`src/rtl/sprite_line_scheduler_pkg.sv`:
```
// Shared constants and scan FSM encoding
// for the sprite line scheduler.
package sprite_line_scheduler_pkg;

  localparam int SPRITE_NUM_MAX      = 64;
  localparam int SLOT_NUM_MAX        = 8;
  localparam int SPRITE_H_DEF        = 8;
  localparam int GAME_START_POSY_DEF = 0;
  localparam int VGA_POSXY_BIT       = 10;

  typedef enum logic [2:0] {
    ST_IDLE,
    ST_CLEAR,
    ST_SCAN,
    ST_DRAIN,
    ST_DONE
  } scan_state_t;

  function automatic logic [7:0] sprite_y(
    input logic [31:0] entry
  );
    return entry[23:16];
  endfunction

endpackage

```
`src/rtl/sprite_line_scheduler_row_hit.sv`:
```
// Vertical range test: does a sprite with
// top row Y cover the row being prepared?
module sprite_row_hit
  import sprite_line_scheduler_pkg::*;
#(
  parameter int POSY_W   = VGA_POSXY_BIT,
  parameter int SPRITE_H = SPRITE_H_DEF
) (
  input  logic [POSY_W-1:0] i_row,
  input  logic [7:0]        i_y,
  output logic              o_hit
);

  localparam int PW = POSY_W + 1;

  // one spare bit so Y + height never wraps
  logic [PW-1:0] w_row;
  logic [PW-1:0] w_lo;
  logic [PW-1:0] w_hi;

  assign w_row = {1'b0, i_row};
  assign w_lo  = PW'(i_y);
  assign w_hi  = w_lo + PW'(SPRITE_H);
  assign o_hit = (w_row >= w_lo) && (w_row < w_hi);

endmodule

```
`src/rtl/sprite_line_scheduler.sv`:
```
// spriteRam arbiter and per-line sprite scan.
// Define SPRITE_OVERFLOW_EN to scan past a full buffer and flag overflow.
module sprite_line_scheduler
  import sprite_line_scheduler_pkg::*;
#(
  parameter int SPRITE_NUM      = SPRITE_NUM_MAX,
  parameter int SLOT_NUM        = SLOT_NUM_MAX,
  parameter int POSY_W          = VGA_POSXY_BIT,
  parameter int GAME_START_POSY = GAME_START_POSY_DEF,
  parameter int SPRITE_H        = SPRITE_H_DEF
) (
  input  logic                          clkEightRam,
  input  logic                          rstn,
  input  logic                          IsGameWindow,
  input  logic [POSY_W-1:0]             vgaPosY,
  input  logic                          cpuReq,
  input  logic                          cpuWe,
  input  logic [$clog2(SPRITE_NUM)-1:0] cpuAddr,
  input  logic [31:0]                   cpuWdata,
  output logic                          cpuGnt,
  output logic [31:0]                   cpuRdata,
  output logic [$clog2(SPRITE_NUM)-1:0] sramAddr,
  output logic                          sramWe,
  output logic [31:0]                   sramWdata,
  input  logic [31:0]                   sramRdata,
  output logic                          slotClr,
  output logic                          slotWe,
  output logic [$clog2(SLOT_NUM)-1:0]   slotIdx,
  output logic [31:0]                   slotData,
  output logic                          lineDone,
  output logic                          spriteOverflow
);

  localparam int AW = $clog2(SPRITE_NUM);
  localparam int SW = $clog2(SLOT_NUM);
  localparam int HW = SW + 1;

  localparam logic [AW-1:0]     L_LAST  = AW'(SPRITE_NUM - 1);
  localparam logic [HW-1:0]     L_FULL  = HW'(SLOT_NUM);
  localparam logic [POSY_W-1:0] L_START = POSY_W'(GAME_START_POSY);
  localparam logic [POSY_W-1:0] L_ONE   = POSY_W'(1);

  scan_state_t       r_state;
  logic              r_win0;
  logic              r_win1;
  logic              r_fall;
  logic [POSY_W-1:0] r_row;
  logic [AW-1:0]     r_addr;
  logic [HW-1:0]     r_hitCnt;
  logic              r_evalV;
  logic              r_rdPend;
  logic [31:0]       r_cpuRdata;
  logic              r_slotClr;
  logic              r_lineDone;

  logic w_idle;
  logic w_scan;
  logic w_gnt;
  logic w_hit;
  logic w_room;
  logic w_take;
  logic w_stop;
  logic w_ovf;

  assign w_idle = (r_state == ST_IDLE);
  assign w_scan = (r_state == ST_SCAN);
  assign w_gnt  = rstn & cpuReq & w_idle & ~r_fall;
  assign w_room = (r_hitCnt < L_FULL);
  assign w_take = r_evalV & w_hit & w_room;

  sprite_row_hit #(
    .POSY_W   (POSY_W),
    .SPRITE_H (SPRITE_H)
  ) u_row_hit (
    .i_row (r_row),
    .i_y   (sprite_y(sramRdata)),
    .o_hit (w_hit)
  );

  assign cpuGnt    = w_gnt;
  assign sramAddr  = w_scan ? r_addr
                   : (w_gnt ? cpuAddr : '0);
  assign sramWe    = w_gnt & cpuWe;
  assign sramWdata = (w_gnt & cpuWe) ? cpuWdata : '0;
  assign cpuRdata  = r_rdPend ? sramRdata : r_cpuRdata;

  assign slotWe   = w_take;
  assign slotIdx  = w_take ? r_hitCnt[SW-1:0] : '0;
  assign slotData = w_take ? sramRdata : '0;
  assign slotClr  = r_slotClr;
  assign lineDone = r_lineDone;

  assign spriteOverflow = w_ovf;

`ifdef SPRITE_OVERFLOW_EN
  logic r_ovf;

  assign w_stop = (r_addr == L_LAST);
  assign w_ovf  = r_ovf;

  // sticky flag for hits beyond the last slot
  always_ff @(posedge clkEightRam) begin
    if (!rstn) begin
      r_ovf <= 1'b0;
    end else if (r_state == ST_CLEAR) begin
      r_ovf <= 1'b0;
    end else if (r_evalV & w_hit & ~w_room) begin
      r_ovf <= 1'b1;
    end
  end
`else
  localparam logic [HW-1:0] L_LASTSLOT = HW'(SLOT_NUM - 1);

  assign w_stop = (r_addr == L_LAST)
                | (w_take & (r_hitCnt == L_LASTSLOT));
  assign w_ovf  = 1'b0;
`endif

  // window falling-edge detector
  always_ff @(posedge clkEightRam) begin
    if (!rstn) begin
      r_win0 <= 1'b0;
      r_win1 <= 1'b0;
      r_fall <= 1'b0;
    end else begin
      r_win0 <= IsGameWindow;
      r_win1 <= r_win0;
      r_fall <= r_win1 & ~r_win0;
    end
  end

  // hold CPU read data after its sram cycle
  always_ff @(posedge clkEightRam) begin
    if (!rstn) begin
      r_rdPend   <= 1'b0;
      r_cpuRdata <= '0;
    end else begin
      r_rdPend <= w_gnt & ~cpuWe;
      if (r_rdPend) begin
        r_cpuRdata <= sramRdata;
      end
    end
  end

  // scan sequencer: clear, scan, drain, done
  always_ff @(posedge clkEightRam) begin
    if (!rstn) begin
      r_state    <= ST_IDLE;
      r_row      <= '0;
      r_addr     <= '0;
      r_hitCnt   <= '0;
      r_evalV    <= 1'b0;
      r_slotClr  <= 1'b0;
      r_lineDone <= 1'b0;
    end else begin
      r_slotClr  <= 1'b0;
      r_lineDone <= 1'b0;
      r_evalV    <= w_scan;
      if (w_take) begin
        r_hitCnt <= r_hitCnt + HW'(1);
      end
      unique case (r_state)
        ST_IDLE: begin
          if (r_fall) begin
            r_row     <= vgaPosY - L_START + L_ONE;
            r_slotClr <= 1'b1;
            r_state   <= ST_CLEAR;
          end
        end
        ST_CLEAR: begin
          r_addr   <= '0;
          r_hitCnt <= '0;
          r_state  <= ST_SCAN;
        end
        ST_SCAN: begin
          r_addr <= r_addr + AW'(1);
          if (w_stop) begin
            r_state <= ST_DRAIN;
          end
        end
        ST_DRAIN: begin
          r_lineDone <= 1'b1;
          r_state    <= ST_DONE;
        end
        ST_DONE: begin
          r_state <= ST_IDLE;
        end
        default: begin
          r_state <= ST_IDLE;
        end
      endcase
    end
  end

endmodule

```
`config.mk`:
```
export PLATFORM = sky130hd
export DESIGN_NAME = sprite_line_scheduler
export DESIGN_NICKNAME = d
export VERILOG_FILES = /design/src/rtl/sprite_line_scheduler_pkg.sv /design/src/rtl/sprite_line_scheduler_row_hit.sv /design/src/rtl/sprite_line_scheduler.sv
export SDC_FILE = /design/constraint.sdc
export NUM_CORES = 1
export LEC_CHECK = 0
export CAP_MARGIN = 0
export CORE_MARGIN = 2
export CORE_UTILIZATION = 36
export DETAILED_ROUTE_END_ITERATION = 8
export PLACE_DENSITY = 0.78
export SYNTH_ARGS = -nofsm -noshare
export SYNTH_HDL_FRONTEND = slang
export SYNTH_SLANG_ARGS = --single-unit
```
`constraint.sdc`:
```
create_clock -name clkEightRam -period 2.37 [get_ports clkEightRam]
set_input_delay 0.3555 -clock clkEightRam [delete_from_list [all_inputs] [get_ports clkEightRam]]
set_output_delay 0.3555 -clock clkEightRam [all_outputs]
set_load 0.005 [all_outputs]
```
# ---- Word-level counts from Yosys, hierarchy flattened
# Cells that the tools add are included.
dict set report word_totals {
  wordCells 59
  out_inout_bits 111
  ff_bits 62
  inputBits 85
}
dict set report op_classes {
  n_reduce_logical 7
  n_mux 12
  add_sub_neg 4
  n_bitwise 14
  n_eq_ne 7
  order_cmp 3
}
# op n
set op_table {}
lappend op_table {{$mux W32} 3}
lappend op_table {{$mux W6} 2}
lappend op_table {{$pmux W3 S4} 1}
lappend op_table {{$pmux W6 S2} 1}
lappend op_table {{$lt A10 B11 Y1} 1}
lappend op_table {{$add A10 B1 Y10 const B} 1}
lappend op_table {{$ge A10 B8 Y1} 1}
lappend op_table {{$add A8 B4 Y9 const B} 1}
lappend op_table {{$and A1 B1 Y1} 9}
lappend op_table {{$mux W3} 3}
lappend op_table {{$add A6 B1 Y6 const B} 1}
lappend op_table {{$eq A3 B2 Y1 const B} 2}
lappend op_table {{$eq A6 B6 Y1 const B} 1}
lappend op_table {{$reduce_and A2 Y1} 3}
lappend op_table {{$add A4 B1 Y4 const B} 1}
lappend op_table {{$eq A4 B3 Y1 const B} 1}
lappend op_table {{$lt A4 B4 Y1 const B} 1}
lappend op_table {{$not A1 Y1} 4}
lappend op_table {{$eq A3 B1 Y1 const B} 1}
lappend op_table {{$logic_not A3 Y1} 1}
lappend op_table {{$mux W1} 2}
lappend op_table {{$ne A2 B1 Y1 const B} 1}
lappend op_table {{$ne A2 B2 Y1 const B} 1}
lappend op_table {{$reduce_bool A2 Y1} 1}
lappend op_table {{3 further kinds} 3}

# ---- Depth between registers and ports, before layout
# Gate-level depths: netlist of run 1.
dict set report depth {
  depth_word 9
  mapped_depth 11
  ltp_nobuf 10
}

# ---- Modules after synthesis
# A second synthesis of run 1 with hierarchy kept.
dict set report unflattened {
  hier_cells 399
  hier_area_um2 3589.7
}
# mod cells_per_inst instances seq_area_each_um2 area_each_um2
set by_module_without_submodules {}
lappend by_module_without_submodules {sprite_line_scheduler 346 1 1241.2 3161.8}
lappend by_module_without_submodules {sprite_row_hit 53 1 0.0 427.9}

# ---- Least setup slack after synthesis of run 1
# Ideal clock, no wire load.
dict set report synth_path {
  path_kind {input to output}
  from {input port sramRdata[19]}
  to {output port slotData[10]}
  path_stages 10
  arrival_ns 2.083
  required_ns 2.014
  n_path_buf 2
  setup_slack_ns -0.068
  cell_sequence {inv_1 -> nor3_1 -> nand3_1 -> ha_1 -> or4b_1 -> a21oi_2 -> o211a_1 -> buf_6 -> buf_6 -> and2_1}
}
dict set report synth_via {
  elab_chain_cells 6
  elab_cells_between_ends 7
  classes_between {add/sub (1); order compare (2); mux (1); bitwise (2); reduce/logical (1)}
}
# item line_no
set synth_lines {}
lappend synth_lines {{start: declaration} sprite_line_scheduler.sv:25} ;# input logic [31:0] sramRdata,
lappend synth_lines {{$add A8 B4 Y9} sprite_line_scheduler_row_hit.sv:23} ;# assign w_hi = w_lo + PW'(SPRITE_H);
lappend synth_lines {{$lt A10 B11 Y1} sprite_line_scheduler_row_hit.sv:24} ;# assign o_hit = (w_row >= w_lo) && (w_row < w_hi);
lappend synth_lines {{$logic_and A1 B1 Y1 (*)} sprite_line_scheduler_row_hit.sv:24}
lappend synth_lines {{$and A1 B1 Y1 (*) (2 in a row)} sprite_line_scheduler.sv:69} ;# assign w_take = r_evalV & w_hit & w_room;
lappend synth_lines {{$mux W32 (*)} sprite_line_scheduler.sv:89} ;# assign slotData = w_take ? sramRdata : '0;
lappend synth_lines {{end: declaration} sprite_line_scheduler.sv:29} ;# output logic [31:0] slotData,
# Mark *: on every way between the ends. The rest lies on a longest branch, timed or not.

# ---- Worst setup path after layout of run 1
dict set report layout_path {
  from {input port sramRdata[20]}
  to {output port slotIdx[2]}
}
dict set report layout_via {
  elab_chain_cells 6
  elab_cells_between_ends 7
  classes_between {add/sub (1); order compare (2); mux (1); bitwise (2); reduce/logical (1)}
}
# item line_no
set layout_lines {}
lappend layout_lines {{$add A8 B4 Y9} sprite_line_scheduler_row_hit.sv:23}
lappend layout_lines {{$lt A10 B11 Y1} sprite_line_scheduler_row_hit.sv:24}
lappend layout_lines {{$logic_and A1 B1 Y1 (*)} sprite_line_scheduler_row_hit.sv:24}
lappend layout_lines {{$and A1 B1 Y1 (*) (2 in a row)} sprite_line_scheduler.sv:69}
lappend layout_lines {{$mux W3 (*)} sprite_line_scheduler.sv:88} ;# assign slotIdx = w_take ? r_hitCnt[SW-1:0] : '0;
lappend layout_lines {{end: declaration} sprite_line_scheduler.sv:28} ;# output logic [$clog2(SLOT_NUM)-1:0] slotIdx,
# Marked as above.

==> metrics list, run 1 <==
- During I/O placement, the number of pins put on the boundary was 196.
* Most used standard cell by instance count after synthesis: and2_1
* RSZ-0062 raised after global routing: yes
- The routed design has 12500 um of wire.
- Maximum buffer depth of the clock tree: 2
- Startpoint of the worst hold path: r_win0
- Hold-fix buffer count after cts: 0
- 1st-pass router iterations: 4
- P&R area growth vs syn: 84.3%
* Clock latency on the worst-skew pair: 0.33 ns
- After synthesis the netlist holds a flip-flop and latch count of 62.
* Area share of the largest cell type after synthesis: 34.7%
* Post-synth EDFFs: 0
- Synth area leaders: dfxtp_1 35%, and2_1 13%, mux2_1 10%, and3_1 6.7%, ha_1 6.3%
- The die covers 10700 um^2.
- The die is 104 um wide.
- The min-delay analysis places its worst path in the category reg2reg.
- Global-route wire length before repair: 19500 um
- Row count: 36
- Fill cells in the final layout number 728.
- Netlist area before placement: 3570 um^2
* Reg-to-Reg Start: r_row[6]
* Proportion of layout cells with a drive suffix above 1: 33.6%
* Maximum number of pins on one net before global-route repair: 59
* Cell area reported after detailed placement: 5860 um^2
- Cell taking the most area after synthesis: dfxtp_1
- Total power for the finished layout comes to 2500 uW.
- The number of antenna violations at the first check in global routing was 0.
- Final GP Congestion: 0.910
- Via count of the first global-routing pass: 3847
- Counting instances in the post-synthesis netlist gives the leading cell types as 74 x and2_1, 62 x dfxtp_1, 38 x and3_1.
- Iter 0 DRT Violations: 110
* Worst ir drop on vdd: 0.300 mV
- The final count of pins violating max slew is 0.
* Highest fanout seen on the critical path: 7
- The worst setup path is captured at an output port.
* Prevailing post-synth register cell: dfxtp_1
- Critical Path RT: 2.01 ns
* # setup viols final: 36
- Place WS: -1.17 ns
- Total clock sinks: 62
* Syn_nets: 505
- The worst path uses 116% of the clock period.
* Dpl hpwl: 8220 um
* Origin of the worst setup path: sramRdata[20]
* Detailed-route DRC error count: 0
* Category of the most critical setup path: in2out
* Achievable clock frequency: 364 MHz
- Total number of H-tree levels: 3
- Yosys warns: 0
* Number of distinct library cells after synthesis: 46
- Instance count of the mapped netlist: 402
- Power Dens Cells: 380 nW/um^2
- TritonCTS built the clock tree.
- Clk Tree Root Cell: clkbuf_8
- Startpoint type of the worst setup path: input port
* Area taken by flip-flops and latches: 1250 um^2
- From bottom edge to top edge, the die measures 104 um.
- In this run the mean area of a mapped cell was 8.89 um^2.
- Maximum Capacitance Violations: 0
- Violations in the final reports: negative setup slack
* Leftover overflow at the end of global routing: 0
- Sequential element share of the synthesized area: 34.7%
- GR Util All Layers: 22.2%
- The routed layout has 3799 vias.
* Vias per Instance: 4.93
* Arrival time worst endpoint: 2.39 ns
- Worst path setup slack after routing: -0.377 ns
* Total count of hold-check failures in the final report: 0
- The initial utilization of the core area, before any placement, comes to 36.9%.
* Post-Route Skew: 0.00757 ns
- For this run, asynchronously set or reset flops after synthesis account for 0%.
- After clock tree synthesis, the clock-pin slew on the worst setup and hold paths is 0.06 ns.
* Final-stage net count: 736
- Summed over all cells, the static leakage comes to 0.00309 uW.
- Multi-input combinational cell area: 2440 um^2
- Subtracting the final worst setup slack from the clock period gives 2.75 ns.
- Fin area: 6590 um^2
* Inserted Clock Buffers: 9
- Outcome: finished with violations
- The count of buffers added on input and output ports is 194.
- In this run the standard cell core region covers 9680 um^2.
* DR WL/cell: 16.3 um
- Antenna violation net count after detailed routing: 0
- Diode insertion count for antenna repair: 0
-- through the flow --
stage / std cells / utilization, % / hold slack (ns) / setup TNS [ns]
floorplan: 402 / - / 0.383 / 0
global placement: 733 / 60.6 / 0.394 / -44.23
detailed placement: 733 / 60.6 / 0.407 / -44.53
CTS: 766 / 67.0 / 0.420 / -11.73
global route: 770 / 68.0 / 0.452 / -15.58
finish: 770 / 68.0 / 0.413 / -12.67
-- power by group --
part / switching, uW / internal, uW
logic: 251 / 399
registers: 14.1 / 1070
clock network: 400 / 366
-- repair_timing --
| item | CTS | global route |
|---|---|---|
| pin swaps | 41 | 12 |
| resized for setup | 315 | 96 |
| cloned | 7 | 1 |
| setup endpoints to repair | 80 | 66 |
| setup buffers | 12 | 6 |
-- registers in the layout (all words and copies together) (netlist names) --
signal,cells
r_row,10
r_state,3
r_cpuRdata,32
r_rdPend,1
r_fall,1
slotClr,1
lineDone,1
r_win0,1
r_win1,1
r_evalV,1
r_hitCnt,4
r_addr,6
-- cells in the final DEF (no fill, tap or decap), types with 14 or more instances in the layout --
master             n
and2_1            41
and2_4            33
and3_1            28
buf_4             38
buf_6             46
clkbuf_2          20
clkdlybuf4s50_1  110
dfxtp_1           57
dlygate4sd2_1     14
mux2_1            32
nand2_1           26
-- kinds of logic (layout without fill, tap and decap cells) --
kind of cell	Yosys count	after routing	share of synthesized area, %
and+or+nand+nor	174	174	28.0
DFF	62	62	34.7
AOI/OAI and AO/OA	58	58	11.7
buffers and inverters	43	278	5.56
muxes	34	34	10.6
adders and majority gates	18	18	6.30
xor gates and xnor gates	12	12	2.94
other	1	1	0.105
-- worst max-delay path: stages --
cell and delay, ns:
buf_8 0.09, inv_6 0.03, nor3_4 0.20, xnor2_1 0.11, ha_1 0.35, nand2_2 0.10, a2111oi_4 0.36, o21ai_2 0.11
o211a_4 0.16, buf_6 0.13, buf_6 0.12, and2_4 0.17, buf_6 0.11
-- worst paths after layout --
check	to	slack, ns	cells after the start
worst min register to register	r_fall	0.41	1
worst min-delay path	r_fall	0.41	1
worst max-delay path	slotIdx[2]	-0.38	13
worst max register to register	r_hitCnt[3]	0.19	10
-- layout make-up --
class,instances,share of cell area [%]
timing repair buffer,250,38.3
multi-input combinational,297,37.0
sequential,62,18.9
tap,133,2.53
clock buffer,10,1.94
inverter,13,0.855
clock inverter,5,0.418
-- layer usage --
metal,vias up,track usage (%),share of wire (%)
li1,1845,-,-
met2,111,38.4,50
met3,20,6.99,6.1
met1,1823,26.6,42
met4,0,6.27,1.5
met5,-,0,0
Note: power is estimated with default switching activity, not from simulation.
==> run 2: changes to the inputs <==
--- a/config.mk
+++ b/config.mk
@@ -6,7 +6,6 @@
 export NUM_CORES = 1
 export LEC_CHECK = 0
 export CAP_MARGIN = 0
-export CORE_MARGIN = 2
 export CORE_UTILIZATION = 36
 export DETAILED_ROUTE_END_ITERATION = 8
 export PLACE_DENSITY = 0.78
==> metrics list, run 2 (same netlist as run 1, synthesis figures left out) <==
* Buffers on Ports: 194 (unchanged)
- The met1 track demand over resource is 29.2% (was 26.6%).
* Inserted Clock Buffers: 9 (unchanged)
- Most flop-heavy register: r_cpuRdata (unchanged)
- Startpoint of the worst hold path: r_win0 (unchanged)
- The sink of the worst hold path was r_fall (unchanged).
* CP peak stage delay: 0.33 ns (was 0.36 ns)
* Global routing's busiest layer: met2 (unchanged)
* Finished Layout Cells: 785 (was 770)
* Final GP Congestion: 0.862 (was 0.910)
* Sw frac: 25.4% (was 26.6%)
- The startpoint kind of the worst setup timing path was an input port (unchanged).
- Clock tree from TritonCTS: yes (unchanged)
- IO Pins: 196 (unchanged)
- Critical Path RT: 2.01 ns (about the same)
- The accumulated negative setup slack was -15.17 ns (was -12.67 ns).
- Crit end category: output port (unchanged)
- Worst ir drop on vdd: 0.323 mV (was 0.300 mV)
- The global route total overflow is 0 (unchanged).
- The ratio of cells with drive above 1 in the final layout is 33.3% (was 33.6%).
* Max FFs per register: 32 (unchanged)
- Core footprint: 9680 um^2 (unchanged)
- Initial antenna violation count: 0 (unchanged)
- The routed length per placed instance is 15.9 um (was 16.3 um).
* Number of vias after detailed routing: 3787 (was 3799)
- The global-route usage over all layers is 22.8% (was 22.2%).
- The startpoint of the worst register-to-register path is r_row[3] (was r_row[6]).
- Clk Tree Root Cell: clkbuf_8 (unchanged)
- Final-stage net count: 750 (was 736)
- The initial core utilization was 36.9% (unchanged).
- The maximum number of pins on one net before global-route repair is 59 (unchanged).
- Power Dens Cells: 394 nW/um^2 (was 380 nW/um^2)
* Total number of H-tree levels: 3 (unchanged)
* Maximum Capacitance Violations: 0 (unchanged)
* P&R area growth vs syn: 85.0% (was 84.3%)
- The path category of the worst min-delay check was reg2reg (unchanged).
* Antenna violation net count after detailed routing: 0 (unchanged)
* Die footprint: 10300 um^2 (was 10700 um^2)
* Critical Path, Cell by Cell: buf_8 -> inv_6 -> nor3_4 -> buf_4 -> xnor2_2 -> ha_1 -> a21oi_1 -> o21ai_1 -> o21ai_2 -> o211a_4 -> buf_6 -> buf_6 -> buf_16 -> and2_4 -> buf_6 (was buf_8 -> inv_6 -> nor3_4 -> xnor2_1 -> ha_1 -> nand2_2 -> a2111oi_4 -> o21ai_2 -> o211a_4 -> buf_6 -> buf_6 -> and2_4 -> buf_6)
- Outcome: finished with violations (unchanged).
- Clk pin slew, worst setup/hold paths: 0.07 ns (was 0.06 ns)
- Leading registers by flop count: r_cpuRdata: 32 flops, r_row: 10 flops, r_addr: 6 flops (unchanged)
* Die width: 102 um (was 104 um)
- The final count of pins violating max slew came to 0 (unchanged).
* Fin crit share: 121% (was 116%)
- The upper clock frequency limit was 349 MHz (was 364 MHz).
- Place WS: -1.15 ns (was -1.17 ns)
* Post-Route Skew: 0.00984 ns (was 0.00757 ns)
- The number of remaining DRC errors came to 0 (unchanged).
- The average via count per standard cell came to 4.82 (was 4.93).
- Reg2Reg Capture Point: r_state[0] (was r_hitCnt[3])
- Overall power consumption: 2610 uW (was 2500 uW)
* Worst reg2reg path depth: 9 (was 10)
- Util after Layout: 68.3% (was 68.0%)
- Via count of the first global-routing pass: 3703 (was 3847)
- RSZ-0062 raised after global routing: yes (unchanged)
- Logic pwr share: 24.2% (was 26.0%)
* Highest-delay cell along the critical path: ha_1 (was a2111oi_4)
* Iter 0 DRT Violations: 124 (was 110)
* Min Tclk post-route: 2.86 ns (was 2.75 ns)
* Met2 GRT Util: 38.5% (was 38.4%)
- Violations in the final reports: negative setup slack (unchanged).
- # setup viols final: 36 (unchanged)
* Most Frequent Cell on Critical Path: buf_6 (unchanged)
- The count of endpoints failing hold in the final timing report was 0 (unchanged).
- The global routing usage on met3 is 5.80% (was 6.99%).
- Vertical die dimension: 102 um (was 104 um)
* Row count: 36 (unchanged)
* Internal portion of total power: 1940 uW (was 1840 uW)
* Sequential Power Share: 41.7% (was 43.4%)
- The number of diodes was 0 (unchanged).
- Dpl hpwl: 7840 um (was 8220 um)
- Global-route wire length before repair: 18300 um (was 19500 um)
* Switch Pwr: 663 uW (was 665 uW)
- Top library cells by usage in the layout, fill and taps aside: 109 x clkdlybuf4s50_1, 61 x dfxtp_1, 51 x buf_6 (was 110 x clkdlybuf4s50_1, 57 x dfxtp_1, 46 x buf_6)
- The number of clock sinks came to 62 (unchanged).
- The type of the worst setup path was in2out (unchanged).
- The arrival time at the worst endpoint came to 2.51 ns (was 2.39 ns).
- Maximum buffer depth of the clock tree: 2 (unchanged)
- Hold-fix buffer count after cts: 0 (unchanged)
- Internal reg-to-reg setup slack: 0.21 ns (was 0.19 ns)
* 1st-pass router iterations: 4 (unchanged)
- Clock latency on the worst-skew pair: 0.33 ns (about the same)
- Worst path setup slack after routing: -0.493 ns (was -0.377 ns)
- The total length of routed wires was 12500 um (about the same).
- The share of power burned in the clock network came to 34.1% (was 30.6%).
* Highest fanout seen on the critical path: 6 (was 7)
- Number of cells traversed by the worst hold path: 1 (unchanged)
* Number of placed instances, taps included: 734 (was 733)
* Lkg Pwr: 0.00319 uW (was 0.00309 uW)
- Most common cell after layout, fill and taps aside: clkdlybuf4s50_1 (unchanged)
run 2: per-stage QoR:
step	area [um^2]	hold WS (ns)
2_1_floorplan	3580	0.383
3_3_place_gp	5830	0.390
3_5_place_dp	5830	0.396
4_1_cts	6580	0.409
5_1_grt	6610	0.441
6_report	6610	0.406
run 2: how the worst max path moves through the flow:
stage	startpoint	to	slack, ns	cells past startpoint
after floorplan	sramRdata[19]	slotData[10]	0.01	10
final	sramRdata[20]	slotData[29]	-0.49	15
after CTS	sramRdata[19]	slotData[20]	-0.48	15
after global placement	sramRdata[21]	slotIdx[2]	-1.12	11
after detailed placement	sramRdata[21]	slotIdx[2]	-1.15	11
after global routing	sramRdata[20]	slotData[16]	-0.57	15
run 2: timing repair:
item,in CTS,in global routing
resized for setup,323,85
pin swaps,39,10
setup endpoints to repair,80,70
gates cloned,7,1
setup buffers,23,6
run 2: power by group through the flow:
stage	clock network (uW)	logic [uW]	registers [uW]
2_1_floorplan	0	197	1100
6_report	888	632	1090
4_1_cts	915	599	1090
5_1_grt	958	676	1090
3_3_place_gp	0	531	1110
3_5_place_dp	0	540	1110
run 2: area by class of cell:
class	instances	area [um^2]
Clock inverter	4	47.5
Sequential cell	62	1240
Clock buffer	12	135
Fill cell	724	3070
Multi-Input combinational cell	297	2400
Inverter	13	56.3
Timing Repair Buffer	264	2560
Tap cell	133	166
run 2: worst max-delay path, delay by kind of cell:
family	cells	cell delay [ns]
xor gates and xnor gates	1	0.06
AOI/OAI and AO/OA	4	0.70
buffers and inverters	7	0.69
and+or+nand+nor	2	0.34
adders and majority gates	1	0.33
run 2: routing by layer:
| metal | vias to the layer above | wire length (um) |
|---|---|---|
| li1 | 1874 | - |
| met1 | 1792 | 5420 |
| met2 | 115 | 6390 |
| met3 | 6 | 648 |
| met4 | 0 | 53 |
| met5 | - | 0 |
==> run 3: changes to the inputs <==
--- a/config.mk
+++ b/config.mk
@@ -11,4 +11,5 @@
 export PLACE_DENSITY = 0.78
 export SYNTH_ARGS = -nofsm -noshare
 export SYNTH_HDL_FRONTEND = slang
+export SYNTH_HIERARCHICAL = 1
 export SYNTH_SLANG_ARGS = --single-unit
==> metrics list, run 3 <==
* Number of storage elements in the synthesis netlist: 62 (unchanged)
- Die footprint: 10400 um^2 (was 10300 um^2)
- Final WL: 11700 um (was 12500 um)
- The routed length per placed instance is 15.3 um (was 15.9 um).
* Buffers on Ports: 194 (unchanged)
* Worst path setup slack after routing: -0.599 ns (was -0.493 ns)
- The count of max-cap constraint violations came to 0 (unchanged).
- The average cell area after synthesis was 9.00 um^2 (was 8.89 um^2).
- The number of antenna violations at the first check in global routing is 0 (unchanged).
* Post-synth EDFFs: 0 (unchanged)
- The final net count came to 730 (was 750).
* Vertical die dimension: 102 um (about the same)
- Share of async-settable or async-resettable flops after synthesis: 0% (unchanged)
- Final GP Congestion: 0.885 (was 0.862)
- The floorplan die width was 102 um (about the same).
- Synthesized-area fraction occupied by and/or/nand/nor cells: 30.5% (was 28.0%)
- Achievable clock frequency: 337 MHz (was 349 MHz)
- Inserted Clock Buffers: 9 (unchanged)
- Adder-cell area share of the yosys netlist: 6.27% (was 6.30%)
* Post-Route Skew: 0.0118 ns (was 0.00984 ns)
* Cell taking the most area after synthesis: dfxtp_1 (unchanged)
* Top cells by count, synth: 104 x and2_1, 62 x dfxtp_1, 32 x mux2_2 (was 74 x and2_1, 62 x dfxtp_1, 38 x and3_1)
- The data required time of the critical path was 2.01 ns (about the same).
- Top library cells by usage in the layout, fill and taps aside: 115 x clkdlybuf4s50_1, 69 x and2_1, 60 x dfxtp_1 (was 109 x clkdlybuf4s50_1, 61 x dfxtp_1, 51 x buf_6).
- Most common cell after layout, fill and taps aside: clkdlybuf4s50_1 (unchanged)
- Fin crit share: 125% (was 121%)
- The endpoint type of the worst setup path was an output port (unchanged).
- The total via count in the routed design is 3717 (was 3787).
- The number of buffers between clock root and the deepest sink came to 2 (unchanged).
- 1st-pass router iterations: 5 (was 4)
* Prevailing post-synth register cell: dfxtp_1 (unchanged)
- The register with the most flip-flops is r_cpuRdata (unchanged).
* Main combinational cell family by area after synthesis: simple AND/OR/NAND/NOR gates (unchanged)
* Global-route wire length before repair: 17500 um (was 18300 um)
- Detailed-route DRC error count: 0 (unchanged)
- The design internal power is 1830 uW (was 1940 uW).
- The clock transition at the register clock pins on the worst setup and hold paths after CTS was 0.07 ns (about the same).
- The number of hold buffers added after CTS is 0 (unchanged).
* Number of fillers in the final layout: 722 (was 724)
* Proportion of layout cells with a drive suffix above 1: 32.9% (was 33.3%)
* Finished Layout Cells: 765 (was 785)
* Synth area leaders: dfxtp_1 35%, and2_1 18%, mux2_2 10%, ha_1 6.3%, nand3_1 2.0% (was dfxtp_1 35%, and2_1 13%, mux2_1 10%, and3_1 6.7%, ha_1 6.3%)
- Max FFs per register: 32 (unchanged)
- Dpl hpwl: 7990 um (was 7840 um)
* Util after Layout: 67.9% (was 68.3%)
- Iter 0 DRT Violations: 146 (was 124)
* Sequential element share of the synthesized area: 34.6% (was 34.7%)
* Clock power frac: 32.3% (was 34.1%)
- Clk Tree Root Cell: clkbuf_8 (unchanged)
* Syn_nets: 502 (was 505)
- The share of the synthesized area in the top cell type was 34.6% (was 34.7%).
* Number of placed instances, taps included: 732 (was 734)
* GR Util All Layers: 21.7% (was 22.8%)
- The average via count per standard cell is 4.86 (was 4.82).
- Multiplexer fraction of the synthesized cell area: 10.6% (about the same)
* Most used standard cell by instance count after synthesis: and2_1 (unchanged)
- The parity-gate share of the synthesized area counting xor and xnor cells came to 2.20% (was 2.94%).
* Min Tclk post-route: 2.97 ns (was 2.86 ns)
- Slew HR: 64.0%
- Diode insertion count for antenna repair: 0 (unchanged)
- Sequential Power Share: 43.6% (was 41.7%)
* Core footprint: 9730 um^2 (was 9680 um^2)
* Via count of the first global-routing pass: 3618 (was 3703)
- The cell area after synthesis was 3590 um^2 (was 3570 um^2).
- Total count of hold-check failures in the final report: 0 (unchanged)
- Row count: 36 (unchanged)
- Place WS: -1.32 ns (was -1.15 ns)
- The antenna violation net count after detailed routing is 0 (unchanged).
- Leading registers by flop count: r_cpuRdata: 32 flops, r_row: 10 flops, r_addr: 6 flops (unchanged)
- Starting density of the core: 36.9% (about the same)
* Total clock sinks: 62 (unchanged)
- RSZ-0062 raised after global routing: yes (unchanged)
* Total number of H-tree levels: 3 (unchanged)
* Leftover overflow at the end of global routing: 0 (unchanged)
* Startpoint type of the worst setup path: input port (unchanged)
- Lkg Pwr: 0.00294 uW (was 0.00319 uW)
- Least-Margin Pin Slew: 0.534 ns
* Synth Area in Compound Gates: 11.3% (was 11.7%)
- The net switching power is 673 uW (was 663 uW).
* Clock latency on the worst-skew pair: 0.35 ns (was 0.33 ns)
* Power Dens Cells: 379 nW/um^2 (was 394 nW/um^2)
- Violations in the final reports: negative setup slack (unchanged).
- The type of the worst setup path is in2out (unchanged).
* Sw frac: 26.9% (was 25.4%)
- The path category of the worst min-delay check is reg2reg (unchanged).
- Outcome: finished with violations (unchanged).
- Arrival time worst endpoint: 2.61 ns (was 2.51 ns)
* Logic pwr share: 24.1% (was 24.2%)
- Number of distinct library cells after synthesis: 52 (was 46)
- The layout overhead on the synthesized area was 84.1% (was 85.0%).
* Number of max-slew violations in the final report: 0 (unchanged)
* Worst ir drop on vdd: 0.224 mV (was 0.323 mV)
* Clock tree from TritonCTS: yes (unchanged)
- Highest fanout seen on the critical path: 5 (was 6)
- The maximum number of pins on one net before global-route repair is 46 (was 59).
* # setup viols final: 36 (unchanged)
- The post-synthesis cell count is 399 (was 402).
- Post-Route Hold Slack: 0.429 ns (was 0.406 ns)
* IO Pins: 196 (unchanged)
* Yosys warns: 6 (was 0)
-- run 3: path summary, 6_finish.rpt --
| kind | start | endpoint | slack, ns | cells past startpoint |
|---|---|---|---|---|
| max | sramRdata[19] | slotIdx[2] | -0.60 | 15 |
| min | r_win0 | r_fall | 0.43 | 1 |
| max reg2reg | r_row[7] | r_state[0] | 0.11 | 9 |
| min reg2reg | r_win0 | r_fall | 0.43 | 1 |
-- run 3: what timing repair did --
item | CTS | global route
buffers inserted | 16 | 4
pin swaps | 24 | 11
setup endpoints to repair | 80 | 46
cloned | 5 | 0
resized for setup | 292 | 12
-- run 3: layout make-up --
class                           instances  area, um^2  area share, %
Sequential cell                        62        1240           18.8
Timing Repair Buffer                  243        2490           37.7
Inverter                               13        51.3          0.776
Multi-Input combinational cell        298        2490           37.7
Clock inverter                          6        38.8          0.587
Tap cell                              133         166           2.52
Clock buffer                           10         128           1.93
-- run 3: layer usage --
layer | part of all wire (%) | GRT usage [%]
met1 | 39 | 23.8
met2 | 53 | 41.1
met3 | 5.7 | 4.45
met4 | 2.4 | 8.35
met5 | 0 | 0
-- run 3: cells by family after synthesis --
| family | count (synthesis) |
|---|---|
| other | 1 |
| multiplexers | 34 |
| AO/OA/AOI/OAI | 56 |
| flip-flops | 62 |
| adder cells (fa/ha/maj) | 18 |
| buffers and inverters | 39 |
| XOR/XNOR | 9 |
| AND/OR/NAND/NOR | 180 |
-- run 3: per-stage QoR --
step | power, uW | setup TNS, ns | cell area, um^2
6_report | 2500 | -17.55 | 6610
4_1_cts | 2500 | -19.38 | 6620
2_1_floorplan | 1310 | -3.84 | 3740
3_5_place_dp | 1660 | -55.48 | 5990
5_1_grt | 2620 | -21.15 | 6610
3_3_place_gp | 1650 | -52.68 | 5990
-- run 3: worst max-delay path, stage by stage --
cell,delay [ns]
buf_8,0.08
ha_4,0.15
nand3_4,0.07
xnor2_2,0.13
ha_1,0.33
nand3_4,0.08
buf_6,0.12
a211o_1,0.28
o211a_1,0.14
and3b_2,0.23
buf_12,0.14
buf_12,0.13
buf_16,0.13
and2_4,0.15
buf_6,0.11
-- run 3: power groups by stage --
stage	clock network (uW)	registers [uW]	logic [uW]
floorplan	0	1110	205
global placement	0	1110	535
detailed placement	0	1110	547
CTS	829	1090	585
global route	876	1100	649
finish	809	1090	603
